<file path="src/rtl/axis_cmd_arbiter.sv">
// Two-requester arbiter for the axis_wb_master command port. Forwards one complete
// 0xA1/0xA2 frame at a time. Routes the response back to the owner until rsp_tlast,
// and aborts the grant after TIMEOUT_CYCLES idle cycles.
module axis_cmd_arbiter #(
  parameter int unsigned TIMEOUT_CYCLES = 65535
) (
  input  logic       clk,
  input  logic       rst,
  input  logic [7:0] s0_tdata,
  input  logic       s0_tvalid,
  output logic       s0_tready,
  input  logic [7:0] s1_tdata,
  input  logic       s1_tvalid,
  output logic       s1_tready,
  output logic [7:0] m_tdata,
  output logic       m_tvalid,
  input  logic       m_tready,
  input  logic [7:0] rsp_tdata,
  input  logic       rsp_tvalid,
  output logic       rsp_tready,
  input  logic       rsp_tlast,
  output logic [7:0] r0_tdata,
  output logic       r0_tvalid,
  input  logic       r0_tready,
  output logic       r0_tlast,
  output logic [7:0] r1_tdata,
  output logic       r1_tvalid,
  input  logic       r1_tready,
  output logic       r1_tlast,
  output logic [1:0] grant,
  output logic       timeout_err
);

  localparam logic [7:0]  CmdRead  = 8'hA1;
  localparam logic [7:0]  CmdWrite = 8'hA2;
  localparam logic [23:0] TmoLimit = 24'(TIMEOUT_CYCLES);

  typedef enum logic [1:0] {StIdle, StHdr, StWdata, StWaitRsp} state_e;

  state_e      state_q, state_d;
  logic        owner_q, owner_d;           // 0: requester 0, 1: requester 1
  logic        last_grant_q, last_grant_d;
  logic [2:0]  hdr_cnt_q, hdr_cnt_d;       // header bytes still to forward
  logic        is_write_q, is_write_d;
  logic [7:0]  len_hi_q, len_hi_d;
  logic [17:0] wcnt_q, wcnt_d;             // write data bytes still to forward
  logic [23:0] tmo_q, tmo_d;
  logic        timeout_err_q, timeout_err_d;

  logic s0_cmd, s1_cmd, any_cmd, pick, m_hs, rsp_hs;

  assign s0_cmd  = s0_tvalid && (s0_tdata == CmdRead || s0_tdata == CmdWrite);
  assign s1_cmd  = s1_tvalid && (s1_tdata == CmdRead || s1_tdata == CmdWrite);
  assign any_cmd = s0_cmd || s1_cmd;
  // On a tie the requester not granted last wins.
  assign pick    = (s0_cmd && s1_cmd) ? ~last_grant_q : s1_cmd;
  assign m_hs    = m_tvalid && m_tready;
  assign rsp_hs  = rsp_tvalid && rsp_tready;

  assign timeout_err = timeout_err_q;

  // State and datapath registers.
  always_ff @(posedge clk or posedge rst) begin
    if (rst) begin
      state_q       <= StIdle;
      owner_q       <= 1'b0;
      last_grant_q  <= 1'b1;
      hdr_cnt_q     <= 3'd0;
      is_write_q    <= 1'b0;
      len_hi_q      <= 8'h00;
      wcnt_q        <= 18'd0;
      tmo_q         <= 24'd0;
      timeout_err_q <= 1'b0;
    end else begin
      state_q       <= state_d;
      owner_q       <= owner_d;
      last_grant_q  <= last_grant_d;
      hdr_cnt_q     <= hdr_cnt_d;
      is_write_q    <= is_write_d;
      len_hi_q      <= len_hi_d;
      wcnt_q        <= wcnt_d;
      tmo_q         <= tmo_d;
      timeout_err_q <= timeout_err_d;
    end
  end

  // Next-state: frame parsing, completion and timeout abort.
  always_comb begin
    state_d       = state_q;
    owner_d       = owner_q;
    last_grant_d  = last_grant_q;
    hdr_cnt_d     = hdr_cnt_q;
    is_write_d    = is_write_q;
    len_hi_d      = len_hi_q;
    wcnt_d        = wcnt_q;
    tmo_d         = tmo_q;
    timeout_err_d = 1'b0;
    unique case (state_q)
      StIdle: begin
        tmo_d = 24'd0;
        if (m_hs) begin
          state_d    = StHdr;
          owner_d    = pick;
          hdr_cnt_d  = 3'd6;
          is_write_d = (m_tdata == CmdWrite);
        end
      end
      StHdr: begin
        if (m_hs) begin
          hdr_cnt_d = hdr_cnt_q - 3'd1;
          if (hdr_cnt_q == 3'd2) len_hi_d = m_tdata;
          if (hdr_cnt_q == 3'd1) begin
            if (!is_write_q || {len_hi_q, m_tdata} == 16'd0) begin
              state_d = StWaitRsp;
            end else begin
              state_d = StWdata;
              wcnt_d  = {len_hi_q, m_tdata, 2'b00};
            end
          end
        end
      end
      StWdata: begin
        if (m_hs) begin
          wcnt_d = wcnt_q - 18'd1;
          if (wcnt_q == 18'd1) state_d = StWaitRsp;
        end
      end
      StWaitRsp: begin
        if (rsp_hs && rsp_tlast) begin
          state_d      = StIdle;
          last_grant_d = owner_q;
        end
      end
    endcase
    if (state_q != StIdle) begin
      if (m_hs || rsp_hs) begin
        tmo_d = 24'd0;
      end else if (tmo_q + 24'd1 == TmoLimit) begin
        state_d       = StIdle;
        timeout_err_d = 1'b1;
        last_grant_d  = owner_q;
        tmo_d         = 24'd0;
      end else begin
        tmo_d = tmo_q + 24'd1;
      end
    end
  end

  // Outputs: combinational muxing of the command and response streams.
  always_comb begin
    m_tvalid   = 1'b0;
    m_tdata    = 8'h00;
    s0_tready  = 1'b0;
    s1_tready  = 1'b0;
    rsp_tready = 1'b0;
    r0_tvalid  = 1'b0;
    r1_tvalid  = 1'b0;
    r0_tdata   = rsp_tdata;
    r1_tdata   = rsp_tdata;
    r0_tlast   = rsp_tlast;
    r1_tlast   = rsp_tlast;
    grant      = 2'b00;
    if (!rst) begin
      unique case (state_q)
        StIdle: begin
          rsp_tready = 1'b1;
          m_tvalid   = any_cmd;
          m_tdata    = pick ? s1_tdata : s0_tdata;
          // Non-command bytes are filler and are consumed to resync.
          s0_tready  = s0_cmd ? (!pick && m_tready) : s0_tvalid;
          s1_tready  = s1_cmd ? (pick && m_tready) : s1_tvalid;
        end
        StHdr, StWdata: begin
          m_tvalid  = owner_q ? s1_tvalid : s0_tvalid;
          m_tdata   = owner_q ? s1_tdata : s0_tdata;
          s0_tready = !owner_q && m_tready;
          s1_tready = owner_q && m_tready;
        end
        StWaitRsp: begin
          s0_tready = !owner_q;
          s1_tready = owner_q;
        end
      endcase
      if (state_q != StIdle) begin
        grant      = owner_q ? 2'b10 : 2'b01;
        rsp_tready = owner_q ? r1_tready : r0_tready;
        r0_tvalid  = !owner_q && rsp_tvalid;
        r1_tvalid  = owner_q && rsp_tvalid;
      end
    end
  end

endmodule

</file>
<file path="config.mk">
export PLATFORM = sky130hd
export DESIGN_NAME = axis_cmd_arbiter
export DESIGN_NICKNAME = d
export VERILOG_FILES = /design/src/rtl/axis_cmd_arbiter.sv
export SDC_FILE = /design/constraint.sdc
export NUM_CORES = 1
export LEC_CHECK = 0
export CORE_AREA = 2 2 123 125
export CTS_BUF_LIST = sky130_fd_sc_hd__clkbuf_2 sky130_fd_sc_hd__clkbuf_4 sky130_fd_sc_hd__clkbuf_8
export CTS_CLUSTER_DIAMETER = 120
export DETAILED_ROUTE_END_ITERATION = 8
export DIE_AREA = 0 0 125 127
export HOLD_SLACK_MARGIN = 0.03
export PLACE_DENSITY = 0.48
export SYNTH_ARGS = -nofsm -noshare
export SYNTH_HDL_FRONTEND = slang
export SYNTH_SLANG_ARGS = --single-unit
</file>
<file path="constraint.sdc">
create_clock -name clk -period 8.7 [get_ports clk]
set_clock_uncertainty 0.2 [all_clocks]
set_input_delay 1.74 -clock clk [delete_from_list [all_inputs] [get_ports clk]]
set_output_delay 1.74 -clock clk [all_outputs]
set_load 0.05 [all_outputs]
</file>
==> run metrics <==
Setup violations, final=0; 1st-pass router iterations=4; cells along the critical path=clkdlybuf4s50_1 > or4_1 > nor3_1 > nand2_1 > and2_1 > o22ai_1 > a22oi_1 > inv_1 > clkdlybuf4s50_1; slowest stage cell on the critical path=clkdlybuf4s50_1; most frequent cells in the layout=nor2_1, dfrtp_1, nand2_1; WS Path Type=input pin to primary output; DPL Wire Length=8360 um; cells after synthesis=509; outcome=completed; final core utilization=33.8%; H-Tree Depth=3; Mapped Area=4260 sq um; slowest cell delay on critical path=0.80 ns; TritonCTS Buffers=9; Post-DP Area=4660 sq um; post-DR wirelength/cell=16.2 um; clock transition at the registers of the reported paths=0.07 ns; Final Cycle Share=79.4%; Area Overhead vs Synth=14.5%; Seq cells post-synth=59; vias per inst=5.30; nets@finish=568; synth unique cells=70; Critical Path AT=4.97 ns; Top FF cell, synth=dfrtp_1; post-CTS sizing=0; Leakage Power=1.83 nW; Peak Freq=145 MHz; Core Area=14,400 sq um; antenna cells=0; Max-Cap Viols=0; Clock Tree Root=clkbuf_8; top cells by area, synth=dfrtp_1, nor2_1, nand3_1; clock tree buffer depth=2; drc violations=0; Clk pwr share=27.2%; final hold violations=0; sw frac=39.5%; Seq pwr share=34.8%; initial DRC count=293; area leader, netlist=dfrtp_1; critical path's most frequent cell=clkdlybuf4s50_1; Logic pwr share=38.0%; worst skew pair latency=0.35 ns; Setup TNS=0 ns; largest net degree at the start of global routing=60; most common cell after layout, fill and taps aside=nor2_1; Syn Area/Cell=8.37 sq um; RePlAce Congestion=0.855; number of routed nets with antenna violations=0; global route overflow=0; Hold WC Path Type=flop to flop; sequential area share after synthesis=34.7%; worst-margin pin slew=0.978 ns; crit end category=primary output; Die H=127 um; routed wire length=11,500 um; setup repair bufs after CTS=0; ratio of cells with drive above 1 in the final layout=7.59%; power per cell area=215 nW/um^2; Initial Util=29.5%; min Tclk post-route=6.91 ns; cell area after layout=4880 sq um; Yosys warnings=0; CTS Sinks=59; Port Buf Inserts=43; Setup crit start kind=input pin; Die Wd=125 um; Mapped Nets=553; I/O Pins=68; top cell type's share of synthesized area=34.1%; die area=15,900 sq um; Max VDD drop=0.000105 V; CP required=6.76 ns; # hold bufs at CTS=0; RSZ-0062 raised after global routing=false; vias=3,771; Core Rows=44; aggregate global-route resource usage=15.0%; Slew Limit Fails=0; initial antenna violation count=0; Net Sw Power=0.000415 W; Async SR Flop Fraction=100%; Rel. slew slack=34.6%; critical path fanouts, max=6; Post-synth EDFFs=0; vias in the first global route=3,686; TritonCTS clock tree=done; first-pass GRT wire length=19,300 um; P_int=0.000634 W
-- through the flow --
step / cells / hold WS (ns) / worst slack (ns) / total power (W)
detailed placement: 697 / 0.276 / 1.78 / 0.000770
global route: 711 / 0.321 / 1.62 / 0.00112
global placement: 697 / 0.263 / 1.92 / 0.000766
finish: 711 / 0.294 / 1.79 / 0.00105
CTS: 711 / 0.293 / 1.78 / 0.00106
floorplan: 509 / 0.240 / 2.83 / 0.000661
-- path summary, 6_finish.rpt --
kind | from | endpoint | slack [ns] | cells past startpoint
max | s0_tdata[2] | m_tdata[1] | 1.79 | 9
max in group asynchronous | rst | wcnt_q[13] | 5.80 | 3
min reg2reg | wcnt_q[10] | wcnt_q[10] | 0.29 | 2
min in group asynchronous | rst | owner_q | 1.97 | 3
min | wcnt_q[10] | wcnt_q[10] | 0.29 | 2
max reg2reg | state_q[0] | wcnt_q[9] | 4.50 | 11
-- registers in the layout (all words and copies together), names as in the netlist --
register and cells:
len_hi_q 8, last_grant_q 1, hdr_cnt_q 3, tmo_q 24
is_write_q 1, state_q 2, owner_q 1, wcnt_q 18
timeout_err 1
-- power by group through the flow --
stage | clock (W) | combinational, W | sequential (W)
global placement | 0 | 0.000397 | 0.000369
CTS | 0.000296 | 0.000402 | 0.000364
finish | 0.000285 | 0.000399 | 0.000365
global route | 0.000307 | 0.000437 | 0.000371
floorplan | 0 | 0.000312 | 0.000350
detailed placement | 0 | 0.000400 | 0.000369
-- cell usage after synthesis, types with 10 or more instances --
cell / instances
nand2_1: 48
nand3_1: 37
a22oi_1: 10
nor4_1: 10
nor3_1: 23
buf_4: 23
o21ai_0: 11
ha_1: 11
xnor2_1: 17
dfrtp_1: 58
a21oi_1: 14
inv_1: 16
nor2_1: 66
-- area by class of cell --
type | instances | area (sq um)
Clock inverter | 2 | 60.1
Fill cell | 1551 | 9550
Timing Repair Buffer | 46 | 453
Inverter | 17 | 63.8
Clock buffer | 12 | 159
Sequential cell | 59 | 1480
Multi-Input combinational cell | 391 | 2430
Tap cell | 184 | 230
-- per-layer routing --
layer / part of all wire (%) / global-route usage, % / up-vias
met3: 3.7 / 4.23 / 16
met2: 47 / 23.1 / 75
met5: 0 / 0 / -
met4: 1.2 / 3.99 / 0
li1: - / - / 1850
met1: 48 / 20.7 / 1830
-- cells by family after synthesis --
| family | count (synthesis) | share of synthesized area (%) |
|---|---|---|
| mux | 13 | 3.41 |
| buf+inv | 59 | 8.19 |
| xor+xnor | 26 | 5.34 |
| compound gates | 87 | 13.9 |
| flops | 59 | 34.7 |
| simple gates | 254 | 31.3 |
| fa+ha+maj | 11 | 3.23 |
-- critical path, delay by kind of cell --
family / cells / cell delay [ns]
AOI/OAI and AO/OA: 2 / 0.64
buffers and inverters: 3 / 1.34
and+or+nand+nor: 4 / 1.24
Power figures use the tool's default switching activity.
